File: src/rtl/redux_pkg.sv
// redux_pkg: shared definitions for the Redux-V fetch unit.
//   - REDUX_DATA_W / REDUX_RESET_PC / REDUX_MAX_WAIT : default widths and reset values
//   - state_t : fetch FSM state encoding (S_IDLE, S_REQ, S_EXEC, S_UPD, S_HALT)
package redux_pkg;

   localparam int REDUX_DATA_W   = 8;
   localparam int REDUX_RESET_PC = 0;
   localparam int REDUX_MAX_WAIT = 15;

   typedef enum logic [2:0] {
      S_IDLE = 3'd0,
      S_REQ  = 3'd1,
      S_EXEC = 3'd2,
      S_UPD  = 3'd3,
      S_HALT = 3'd4
   } state_t;

endpackage

File: src/rtl/pc_fetch_if.sv
// pc_fetch_if: instruction-memory and decode/execute handshake of the fetch unit.
//   master (pc_fetch): drives imem_req, imem_addr, instr, instr_valid;
//                      receives imem_ack, imem_data, exec_done, n_pc, jmx, bmx.
//   slave  (memory / execute side): the opposite directions.
interface pc_fetch_if
   import redux_pkg::*;
#(
   parameter int DATA_W = REDUX_DATA_W
) ();

   logic              imem_req;
   logic [DATA_W-1:0] imem_addr;
   logic              imem_ack;
   logic [DATA_W-1:0] imem_data;
   logic [DATA_W-1:0] instr;
   logic              instr_valid;
   logic              exec_done;
   logic [DATA_W-1:0] n_pc;
   logic              jmx;
   logic              bmx;

   modport master (
      output imem_req, imem_addr, instr, instr_valid,
      input  imem_ack, imem_data, exec_done, n_pc, jmx, bmx
   );

   modport slave (
      input  imem_req, imem_addr, instr, instr_valid,
      output imem_ack, imem_data, exec_done, n_pc, jmx, bmx
   );

endinterface

File: src/rtl/pc_fetch_timer.sv
// fetch_timer: saturating wait counter for the imem handshake.
//   clk, rst : clock and asynchronous active-high reset
//   clr      : return the count to zero (has priority over inc)
//   inc      : advance the count by one, saturating at all-ones
//   expired  : count has reached MAX_WAIT-1
module fetch_timer #(
   parameter int CNT_W    = 8,
   parameter int MAX_WAIT = 15
) (
   input  logic clk,
   input  logic rst,
   input  logic clr,
   input  logic inc,
   output logic expired
);

   logic [CNT_W-1:0] cnt_r;

   // Wait counter: clear wins, increment stops at all-ones.
   always_ff @(posedge clk or posedge rst) begin
      if (rst) begin
         cnt_r <= {CNT_W{1'b0}};
      end else if (clr) begin
         cnt_r <= {CNT_W{1'b0}};
      end else if (inc && (cnt_r != {CNT_W{1'b1}})) begin
         cnt_r <= cnt_r + {{(CNT_W-1){1'b0}}, 1'b1};
      end else begin
         cnt_r <= cnt_r;
      end
   end

   assign expired = (cnt_r == CNT_W'(MAX_WAIT - 1));

endmodule

File: src/rtl/pc_fetch.sv
// pc_fetch: program-counter register and instruction-fetch sequencer of Redux-V.
//   clk, rst          : clock, asynchronous active-high reset
//   start             : leave IDLE and fetch at cur_pc
//   halt_req          : return to IDLE after the current instruction retires
//   bus (master)      : imem req/ack fetch and instr/exec_done decode handshake
//   cur_pc            : current PC
//   running           : high in REQ/EXEC/UPD
//   fetch_err         : sticky imem_ack timeout
//   wrap_err          : sticky sequential PC wrap
// Optional feature: define REDUX_PC_WRAP_TRAP_EN to halt on a sequential
// wrap from all-ones to zero; otherwise the PC wraps silently and wrap_err is 0.
module pc_fetch
   import redux_pkg::*;
#(
   parameter int                DATA_W   = REDUX_DATA_W,
   parameter logic [DATA_W-1:0] RESET_PC = DATA_W'(REDUX_RESET_PC),
   parameter int                MAX_WAIT = REDUX_MAX_WAIT
) (
   input  logic              clk,
   input  logic              rst,
   input  logic              start,
   input  logic              halt_req,
   pc_fetch_if.master        bus,
   output logic [DATA_W-1:0] cur_pc,
   output logic              running,
   output logic              fetch_err,
   output logic              wrap_err
);

`ifdef REDUX_PC_WRAP_TRAP_EN
   localparam logic WRAP_TRAP = 1'b1;
`else
   localparam logic WRAP_TRAP = 1'b0;
`endif

   // Fall-through from all-ones to zero; jumps and branches to zero are legal.
   function automatic logic seq_wrap(input logic [DATA_W-1:0] pc,
                                     input logic [DATA_W-1:0] npc,
                                     input logic              j,
                                     input logic              b);
      return (pc == {DATA_W{1'b1}}) && (npc == {DATA_W{1'b0}}) && !j && !b;
   endfunction

   state_t            state_r;
   logic [DATA_W-1:0] cur_pc_r;
   logic [DATA_W-1:0] instr_r;
   logic              imem_req_r;
   logic              instr_valid_r;
   logic              running_r;
   logic              fetch_err_r;
   logic              wrap_err_r;

   logic              timer_clr_s;
   logic              timer_inc_s;
   logic              timer_expired_s;
   logic              wrap_trap_s;

   assign wrap_trap_s = WRAP_TRAP & seq_wrap(cur_pc_r, bus.n_pc, bus.jmx, bus.bmx);

   // Timer counts only unanswered REQ cycles and sits at zero elsewhere.
   always_comb begin
      timer_clr_s = 1'b1;
      timer_inc_s = 1'b0;
      if (state_r == S_REQ) begin
         if (bus.imem_ack || timer_expired_s) begin
            timer_clr_s = 1'b1;
            timer_inc_s = 1'b0;
         end else begin
            timer_clr_s = 1'b0;
            timer_inc_s = 1'b1;
         end
      end else begin
         timer_clr_s = 1'b1;
         timer_inc_s = 1'b0;
      end
   end

   fetch_timer #(
      .CNT_W    (8),
      .MAX_WAIT (MAX_WAIT)
   ) u_timer (
      .clk     (clk),
      .rst     (rst),
      .clr     (timer_clr_s),
      .inc     (timer_inc_s),
      .expired (timer_expired_s)
   );

   // Fetch FSM; outputs are set together with the state they belong to.
   always_ff @(posedge clk or posedge rst) begin
      if (rst) begin
         state_r       <= S_IDLE;
         cur_pc_r      <= RESET_PC;
         instr_r       <= {DATA_W{1'b0}};
         imem_req_r    <= 1'b0;
         instr_valid_r <= 1'b0;
         running_r     <= 1'b0;
         fetch_err_r   <= 1'b0;
         wrap_err_r    <= 1'b0;
      end else begin
         case (state_r)
            S_IDLE: begin
               if (start) begin
                  state_r    <= S_REQ;
                  imem_req_r <= 1'b1;
                  running_r  <= 1'b1;
               end
            end
            S_REQ: begin
               if (bus.imem_ack) begin
                  instr_r       <= bus.imem_data;
                  state_r       <= S_EXEC;
                  imem_req_r    <= 1'b0;
                  instr_valid_r <= 1'b1;
               end else if (timer_expired_s) begin
                  fetch_err_r <= 1'b1;
                  state_r     <= S_HALT;
                  imem_req_r  <= 1'b0;
                  running_r   <= 1'b0;
               end
            end
            S_EXEC: begin
               if (bus.exec_done) begin
                  state_r       <= S_UPD;
                  instr_valid_r <= 1'b0;
               end
            end
            S_UPD: begin
               cur_pc_r <= bus.n_pc;
               if (wrap_trap_s) begin
                  wrap_err_r <= 1'b1;
                  state_r    <= S_HALT;
                  running_r  <= 1'b0;
               end else if (halt_req) begin
                  state_r   <= S_IDLE;
                  running_r <= 1'b0;
               end else begin
                  state_r    <= S_REQ;
                  imem_req_r <= 1'b1;
               end
            end
            S_HALT: begin
               state_r <= S_HALT;
            end
            default: begin
               // Unknown encoding: park quietly in HALT.
               state_r       <= S_HALT;
               imem_req_r    <= 1'b0;
               instr_valid_r <= 1'b0;
               running_r     <= 1'b0;
            end
         endcase
      end
   end

   assign bus.imem_req    = imem_req_r;
   assign bus.imem_addr   = cur_pc_r;
   assign bus.instr       = instr_r;
   assign bus.instr_valid = instr_valid_r;
   assign cur_pc          = cur_pc_r;
   assign running         = running_r;
   assign fetch_err       = fetch_err_r;
   assign wrap_err        = wrap_err_r;

endmodule

File: src/flat_wrapper.sv
// flat-port wrapper written by rule: the top's interface ports become plain ports
module pc_fetch_flat import redux_pkg::*;
#(
   parameter int                DATA_W   = REDUX_DATA_W,
   parameter logic [DATA_W-1:0] RESET_PC = DATA_W'(REDUX_RESET_PC),
   parameter int                MAX_WAIT = REDUX_MAX_WAIT
)
  (clk, rst, start, halt_req, cur_pc, running, fetch_err, wrap_err, bus_imem_req, bus_imem_addr, bus_instr, bus_instr_valid, bus_imem_ack, bus_imem_data, bus_exec_done, bus_n_pc, bus_jmx, bus_bmx);
  pc_fetch_if #(.DATA_W(DATA_W)) bus_i ();
  input  logic clk;
  input  logic rst;
  input  logic start;
  input  logic halt_req;
  output logic [DATA_W-1:0] cur_pc;
  output logic running;
  output logic fetch_err;
  output logic wrap_err;
  output wire logic [$bits(bus_i.imem_req)-1:0] bus_imem_req;
  output wire logic [$bits(bus_i.imem_addr)-1:0] bus_imem_addr;
  output wire logic [$bits(bus_i.instr)-1:0] bus_instr;
  output wire logic [$bits(bus_i.instr_valid)-1:0] bus_instr_valid;
  input wire logic [$bits(bus_i.imem_ack)-1:0] bus_imem_ack;
  input wire logic [$bits(bus_i.imem_data)-1:0] bus_imem_data;
  input wire logic [$bits(bus_i.exec_done)-1:0] bus_exec_done;
  input wire logic [$bits(bus_i.n_pc)-1:0] bus_n_pc;
  input wire logic [$bits(bus_i.jmx)-1:0] bus_jmx;
  input wire logic [$bits(bus_i.bmx)-1:0] bus_bmx;
  assign bus_imem_req = bus_i.imem_req;
  assign bus_imem_addr = bus_i.imem_addr;
  assign bus_instr = bus_i.instr;
  assign bus_instr_valid = bus_i.instr_valid;
  assign bus_i.imem_ack = bus_imem_ack;
  assign bus_i.imem_data = bus_imem_data;
  assign bus_i.exec_done = bus_exec_done;
  assign bus_i.n_pc = bus_n_pc;
  assign bus_i.jmx = bus_jmx;
  assign bus_i.bmx = bus_bmx;
  pc_fetch #(.DATA_W(DATA_W), .RESET_PC(RESET_PC), .MAX_WAIT(MAX_WAIT)) u_core (.clk(clk), .rst(rst), .start(start), .halt_req(halt_req), .bus(bus_i), .cur_pc(cur_pc), .running(running), .fetch_err(fetch_err), .wrap_err(wrap_err));
endmodule
File: config.mk
export PLATFORM = sky130hd
export DESIGN_NAME = pc_fetch_flat
export DESIGN_NICKNAME = d
export VERILOG_FILES = /design/src/rtl/redux_pkg.sv /design/src/rtl/pc_fetch_if.sv /design/src/rtl/pc_fetch_timer.sv /design/src/rtl/pc_fetch.sv /design/src/flat_wrapper.sv
export SDC_FILE = /design/constraint.sdc
export NUM_CORES = 1
export LEC_CHECK = 0
export ABC_AREA = 1
export CAP_MARGIN = 20
export CORE_MARGIN = 2
export CORE_UTILIZATION = 45
export CTS_CLUSTER_DIAMETER = 200
export DETAILED_ROUTE_END_ITERATION = 7
export PLACE_DENSITY = 0.8
export SLEW_MARGIN = 20
export SYNTH_ARGS = -nofsm -noshare
export SYNTH_HDL_FRONTEND = slang
export SYNTH_SLANG_ARGS = --single-unit
File: constraint.sdc
create_clock -name clk -period 3.8 [get_ports clk]
set_input_delay 0.38 -clock clk [delete_from_list [all_inputs] [get_ports clk]]
set_output_delay 0.38 -clock clk [all_outputs]
set_load 0.01 [all_outputs]
==> results of run 1 <==
sequential cells by signal, summed over array words and instances, names as in the netlist:
register and count:
u_core.bus.imem_addr 8, u_core.u_timer.cnt_r 8, u_core.bus.instr 8, u_core.bus.imem_req 1, u_core.fetch_err 1, u_core.bus.instr_valid 1
u_core.state_r 3, u_core.running 1
metrics by stage:
| stage | utilization, % | total power [uW] |
|---|---|---|
| floorplan | - | 376 |
| finish | 63.2 | 634 |
| CTS | 63.2 | 641 |
| global placement | 61.0 | 420 |
| detailed placement | 61.0 | 421 |
| global route | 63.2 | 662 |
cells in the final DEF, fill, tap and decap left out:
cell type and instances:
nand2_1 50, clkdlybuf4s50_1 49, dfrtp_1 31, inv_1 14
nor2_1 13, nand3_1 11, mux2_2 8, clkbuf_4 5
nor2_4 4, o21ai_0 4, a21oi_1 4, inv_2 3
nand3_2 3, nand4_1 3, nor3_1 3, o21ai_1 3
nor2_2 2, ha_1 2, clkbuf_8 2, nand2_2 1
or2_2 1, nand3b_1 1, o211a_1 1, xnor2_1 1
conb_1 1, clkinvlp_4 1, buf_4 1
kinds of logic after synthesis:
family	after synthesis	synth area share (%)
AOI/OAI and AO/OA	12	4.24
xor gates and xnor gates	1	0.572
DFF	31	50.6
buffers and inverters	26	8.57
adders and majority gates	2	1.63
muxes	8	5.88
other	1	0.245
and+or+nand+nor	92	28.2
synthesized netlist by cell type, types with 2 or more instances:
master / number / area (um2)
nand2_1: 50 / 188
dfrtp_1: 31 / 776
inv_1: 14 / 52.6
nor2_1: 13 / 48.8
nand3_1: 11 / 55.1
buf_4: 9 / 67.6
mux2_2: 8 / 90.1
a21oi_1: 4 / 20.0
nor2_4: 4 / 45.0
o21ai_0: 4 / 20.0
inv_2: 3 / 11.3
nand3_2: 3 / 30.0
nand4_1: 3 / 18.8
nor3_1: 3 / 15.0
o21ai_1: 3 / 15.0
ha_1: 2 / 25.0
nor2_2: 2 / 12.5
path summary, 6_finish.rpt:
path                                                     start  slack (ns)  depth (start not counted)                                   to
hold / removal                                             rst        0.41                          3      u_core.bus.instr[0]$_DFFE_PP0P_
hold reg to reg                u_core.bus.instr[3]$_DFFE_PP0P_        0.48                          2      u_core.bus.instr[3]$_DFFE_PP0P_
min in group clk               u_core.bus.instr[3]$_DFFE_PP0P_        0.48                          2      u_core.bus.instr[3]$_DFFE_PP0P_
setup reg to reg           u_core.u_timer.cnt_r[0]$_DFFE_PP0P_        2.37                          7  u_core.u_timer.cnt_r[4]$_DFFE_PP0P_
setup / recovery           u_core.bus.imem_addr[1]$_DFFE_PP0N_        2.17                          1                            cur_pc[1]
max in group asynchronous                                  rst        3.10                          3  u_core.u_timer.cnt_r[7]$_DFFE_PP0P_
power by group through the flow:
stage          Sequential, uW  Combinational (uW)  Clock, uW
2_1_floorplan             354                22.2          0
3_3_place_gp              350                70.4          0
3_5_place_dp              350                71.1          0
4_1_cts                   344                71.4        226
5_1_grt                   345                76.0        241
6_report                  344                70.1        221
layer usage:
layer | wire (um) | part of all wire (%)
met5 | 0 | 0
met1 | 1420 | 47
met3 | 175 | 5.9
met2 | 1360 | 46
met4 | 35 | 1.2
area by class of cell:
cell class / count / area, um2 / share of cell area [%]
multi-input combinational: 116 / 626 / 29.9
sequential: 31 / 776 / 37.1
clock buffer: 7 / 65.1 / 3.11
timing repair buffer: 50 / 498 / 23.8
inverter: 17 / 63.8 / 3.05
tap: 46 / 57.6 / 2.75
clock inverter: 1 / 7.51 / 0.359
==> reports/metrics.cfg, run 1 <==
[placement]
place_inst = 260
gp_congestion = 0.852
place_worst_setup_slack_ns = 2.16
dpl_cell_area_um2 = 2020
io_buffers = 49
hpwl_mm = 2.22

[clock_network]
clk_latency_ns = 0.32
cts_resized = 0
cts_hold_buf = 0
cts_setup_buffers = 0
clockBufferDepth = 2
cts_tree = done
clock_sinks = 31
root_buffer = clkbuf_4
cts_made_buffers = 5
cts.clk_slew.worst_paths_ns = 0.10
cts.htree.levels = 2

[drt]
wl_per_cell_um = 11.1
firstDrtPassIters = 4
viasPerCell = 4.78
drtIter0Drc = 44
drc = 0
final_antenna_net_count = 0
num_vias = 1280
wirelength_mm = 2.99

[power]
swShare_pct = 22.4
p_sw_uw = 142
p_seq_share_pct = 54.2
clkPwrFrac_pct = 34.8
p_leak_uw = 0.000969
ir_worst_vdd_v = 0.000239
pwr-share-comb_pct = 11.1
p_int_uw = 492
cellPowerDensity_nw_per_um2 = 303

[finish]
antenna_cells = 0
fin_nets = 247
drive_gt1_share_pct = 14.0
fill_cells = 296
syn2layout_area_growth_pct = 36.6
fin_cells = 268
stdcell_area_um2 = 2090

[synth]
synthCells = 173
avgSynthCellArea_um2 = 8.86
ys_seq_area_share_pct = 50.6
synthFlopType = dfrtp_1
synth_cell_types = 23
yosys_warnings = 0
synth_area_um2 = 1530
syn-num-nets = 199
ys_ff_latch = 31
synth-async-reset-ratio_pct = 100
synth_edf_count = 0

[timing]
slew_violations = 0
whs_ns = 0.412
fin_setup_tns_ns = 0
setup_ws_ns = 2.17
rsz0062_at_grt = no
setup_violations = 0
clock_skew_ns = 0.00941
hold_viol_final = 0
min_period_ns = 1.63
post-route-period-util_pct = 42.9
clock.fmax_ghz = 0.613

[worst_hold_path]
hold_class = in -> async

[critical_path]
worstPathCellList = clkdlybuf4s50_1
crit_type = reg -> out
crit_slowest_cell = clkdlybuf4s50_1
cp-end-kind = output pin
required_ns = 3.42
arrival_ns = 1.25
crit_family = buffers and inverters
critPathLaunchType = register
cp_slowest_stage_delay_ns = 0.55
critical_path_buf_inv_count = 1
crit_fanout = 3

[floorplanning]
ioPinCount = 53
initial_core_util_pct = 46.3
die_w_um = 62.4
dieArea_um2 = 3890
core_um2 = 3310
rows = 21
dieHeight_um = 62.4

[global_routing]
grt_first_pass_wirelength_mm = 5.24
grt_max_degree = 32
grt_usage_pct = 16.9
antenna_found_initial = 0
globalRouteOverflowTotal = 0
grt.met1_usage_pct = 22.6
top_usage_layer = met2
grt_pass1_vias = 1153
grt_util_met3_pct = 4.53
grt_use_met2_pct = 26.5

[job]
max-cap-violations = 0

[outcome]
status = complete, no violations

Power figures use the tool's default switching activity.
==> run 2: changes to the inputs <==
==> constraint.sdc (replaced) <==
create_clock -name clk -period 1.53 [get_ports clk]
set_input_delay 0.153 -clock clk [delete_from_list [all_inputs] [get_ports clk]]
set_output_delay 0.153 -clock clk [all_outputs]
set_load 0.01 [all_outputs]
==> run 2 against run 1 <==
Clock power increased to 2.5 times the previous value. Highest routed layer unchanged. Via count shrank 0.78%. Critical endpoint is now bus_imem_addr[4]. Global-route usage up 0.64 points. Critical path type unchanged.
==> reports/metrics.cfg, run 2 (synthesis gave the netlist of run 1 again) <==
[global_routing]
grt.met1_usage_pct = 22.4  ; was 22.6%
antenna_found_initial = 0  ; unchanged
top_usage_layer = met2  ; unchanged
globalRouteOverflowTotal = 0  ; unchanged
grt_max_degree = 32  ; unchanged
grt_util_met3_pct = 6.16  ; was 4.53%
grt_first_pass_wirelength_mm = 5.28  ; was 5.24 mm
grt_usage_pct = 17.5  ; was 16.9%
grt_pass1_vias = 1171  ; was 1153
grt_use_met2_pct = 26.9  ; was 26.5%

[finish]
antenna_cells = 0  ; unchanged
register_area_um2 = 776  ; unchanged
multiInputGateArea_um2 = 631  ; was 626 um2
fin_cells = 269  ; was 268
fin_util_pct = 63.6  ; was 63.2%
drive_gt1_share_pct = 15.2  ; was 14.0%
layout_common_cells = nand2_1, clkdlybuf4s50_1, dfrtp_1, inv_1, nor2_1  ; unchanged
syn2layout_area_growth_pct = 37.4  ; was 36.6%
fin_nets = 248  ; was 247
fill_cells = 305  ; was 296

[power]
power_uw = 1590  ; was 634 uW
ir_worst_vdd_v = 0.000637  ; was 0.000239 V
p_seq_share_pct = 53.7  ; was 54.2%
p_int_uw = 1220  ; was 492 uW
pwr-share-comb_pct = 11.0  ; was 11.1%
clkPwrFrac_pct = 35.3  ; was 34.8%
p_leak_uw = 0.000975  ; was 0.000969 uW
swShare_pct = 23.1  ; was 22.4%
p_sw_uw = 366  ; was 142 uW
cellPowerDensity_nw_per_um2 = 754  ; was 303 nW/um2

[drt]
firstDrtPassIters = 4  ; unchanged
wirelength_mm = 3.03  ; was 2.99 mm
num_vias = 1270  ; was 1280
drc = 0  ; unchanged
wl_per_cell_um = 11.3  ; was 11.1 um
final_antenna_net_count = 0  ; unchanged
drtIter0Drc = 37  ; was 44
viasPerCell = 4.72  ; was 4.78

[worst_hold_path]
hold_class = in -> async  ; unchanged

[timing]
min_period_ns = 1.42
clock.fmax_ghz = 0.703
hold_viol_final = 0  ; unchanged
slew_violations = 0  ; unchanged
setup_violations = 0  ; unchanged
whs_ns = 0.165  ; was 0.412 ns
rsz0062_at_grt = no  ; unchanged
clock_skew_ns = 0.0113  ; was 0.00941 ns
post-route-period-util_pct = 92.9
fin_setup_tns_ns = 0  ; unchanged

[floorplanning]
dieArea_um2 = 3890  ; unchanged
initial_core_util_pct = 46.3  ; unchanged
dieHeight_um = 62.4  ; unchanged
core_um2 = 3310  ; unchanged
die_w_um = 62.4  ; unchanged
ioPinCount = 53  ; unchanged
rows = 21  ; unchanged

[job]
max-cap-violations = 0  ; unchanged

[critical_path]
crit_cells = 1  ; unchanged
cp-end-kind = output pin  ; unchanged
critical_path_buf_inv_count = 1  ; unchanged
crit_slowest_cell = clkdlybuf4s50_1  ; unchanged
critPathLaunchType = register  ; unchanged
cp_slowest_stage_delay_ns = 0.55  ; about the same
r2r-end = u_core.running$_DFFE_PP0P_  ; was u_core.u_timer.cnt_r[4]$_DFFE_PP0P_
r2r_slack_ns = 0.14  ; was 2.37 ns
crit_type = reg -> out  ; unchanged
startpoint = u_core.bus.imem_addr[4]$_DFFE_PP0N_  ; was u_core.bus.imem_addr[1]$_DFFE_PP0N_
crit_path_end = bus_imem_addr[4]  ; was cur_pc[1]
worstPathCellList = clkdlybuf4s50_1  ; unchanged
r2r_cells = 7  ; unchanged
reg2reg_from = u_core.u_timer.cnt_r[0]$_DFFE_PP0P_  ; unchanged
crit_fanout = 3  ; unchanged
arrival_ns = 1.27  ; was 1.25 ns
crit_family = buffers and inverters  ; unchanged
required_ns = 1.38  ; was 3.42 ns

[clock_network]
cts.htree.levels = 2  ; unchanged
clockBufferDepth = 2  ; unchanged
cts_made_buffers = 5  ; unchanged
root_buffer = clkbuf_4  ; unchanged
cts_tree = done  ; unchanged
clock_sinks = 31  ; unchanged
clk_latency_ns = 0.34  ; was 0.32 ns
cts_hold_buf = 0  ; unchanged
cts.clk_slew.worst_paths_ns = 0.10  ; about the same

[placement]
hpwl_mm = 2.28  ; was 2.22 mm
gp_congestion = 0.842  ; was 0.852
io_buffers = 49  ; unchanged
place_inst = 261  ; was 260

[outcome]
status = complete, no violations  ; unchanged

[run 2: cell count changes in the layout (fill, tap and decap cells not counted), sizes merged]
| cell | before | now |
|---|---|---|
| buf | 1 | 2 |
[run 2: layer usage]
metal,vias up,share of wire (%)
li1,640,-
met1,583,45
met2,38,46
met3,9,6.3
met4,0,2.5
met5,-,0
[run 2: final cells by class]
cell class	count	area share, %
sequential	31	36.8
multi-input combinational	116	29.9
timing repair buffer	51	24.0
clock buffer	7	3.09
inverter	17	3.03
tap	46	2.73
clock inverter	1	0.357
[run 2: worst min-delay path by stage]
| stage | endpoint | slack, ns | cells past startpoint |
|---|---|---|---|
| 2_1_floorplan | u_core.bus.imem_addr[0]$_DFFE_PP0N_ | 0.26 | 1 |
| 3_5_place_dp | u_core.fetch_err$_DFFE_PP0P_ | 0.45 | 2 |
| 3_3_place_gp | u_core.fetch_err$_DFFE_PP0P_ | 0.45 | 2 |
| 6_report | u_core.bus.instr[0]$_DFFE_PP0P_ | 0.17 | 3 |
| 4_1_cts | u_core.u_timer.cnt_r[1]$_DFFE_PP0P_ | 0.18 | 3 |
| 5_1_grt | u_core.u_timer.cnt_r[1]$_DFFE_PP0P_ | 0.22 | 3 |
[run 2: power by group through the flow]
stage | logic [uW] | registers [uW] | clock network, uW
final | 175 | 854 | 560
after global routing | 188 | 857 | 602
after CTS | 178 | 854 | 569
after detailed placement | 177 | 870 | 0
after global placement | 175 | 869 | 0
after floorplan | 55.2 | 879 | 0
[run 2: repair_timing]
action | in CTS | in global routing
gates resized for setup | 0 | 2
endpoints found under the setup margin | 0 | 2
buffers inserted | 0 | 0
endpoints found under the hold margin | 0 | 0
[run 2: per-stage QoR]
stage               cell area (um2)  worst slack, ns
floorplan                      1530            0.289
finish                         2110            0.108
CTS                            2100           0.0966
global placement               2030            0.155
global route                   2110          0.00345
detailed placement             2030            0.114
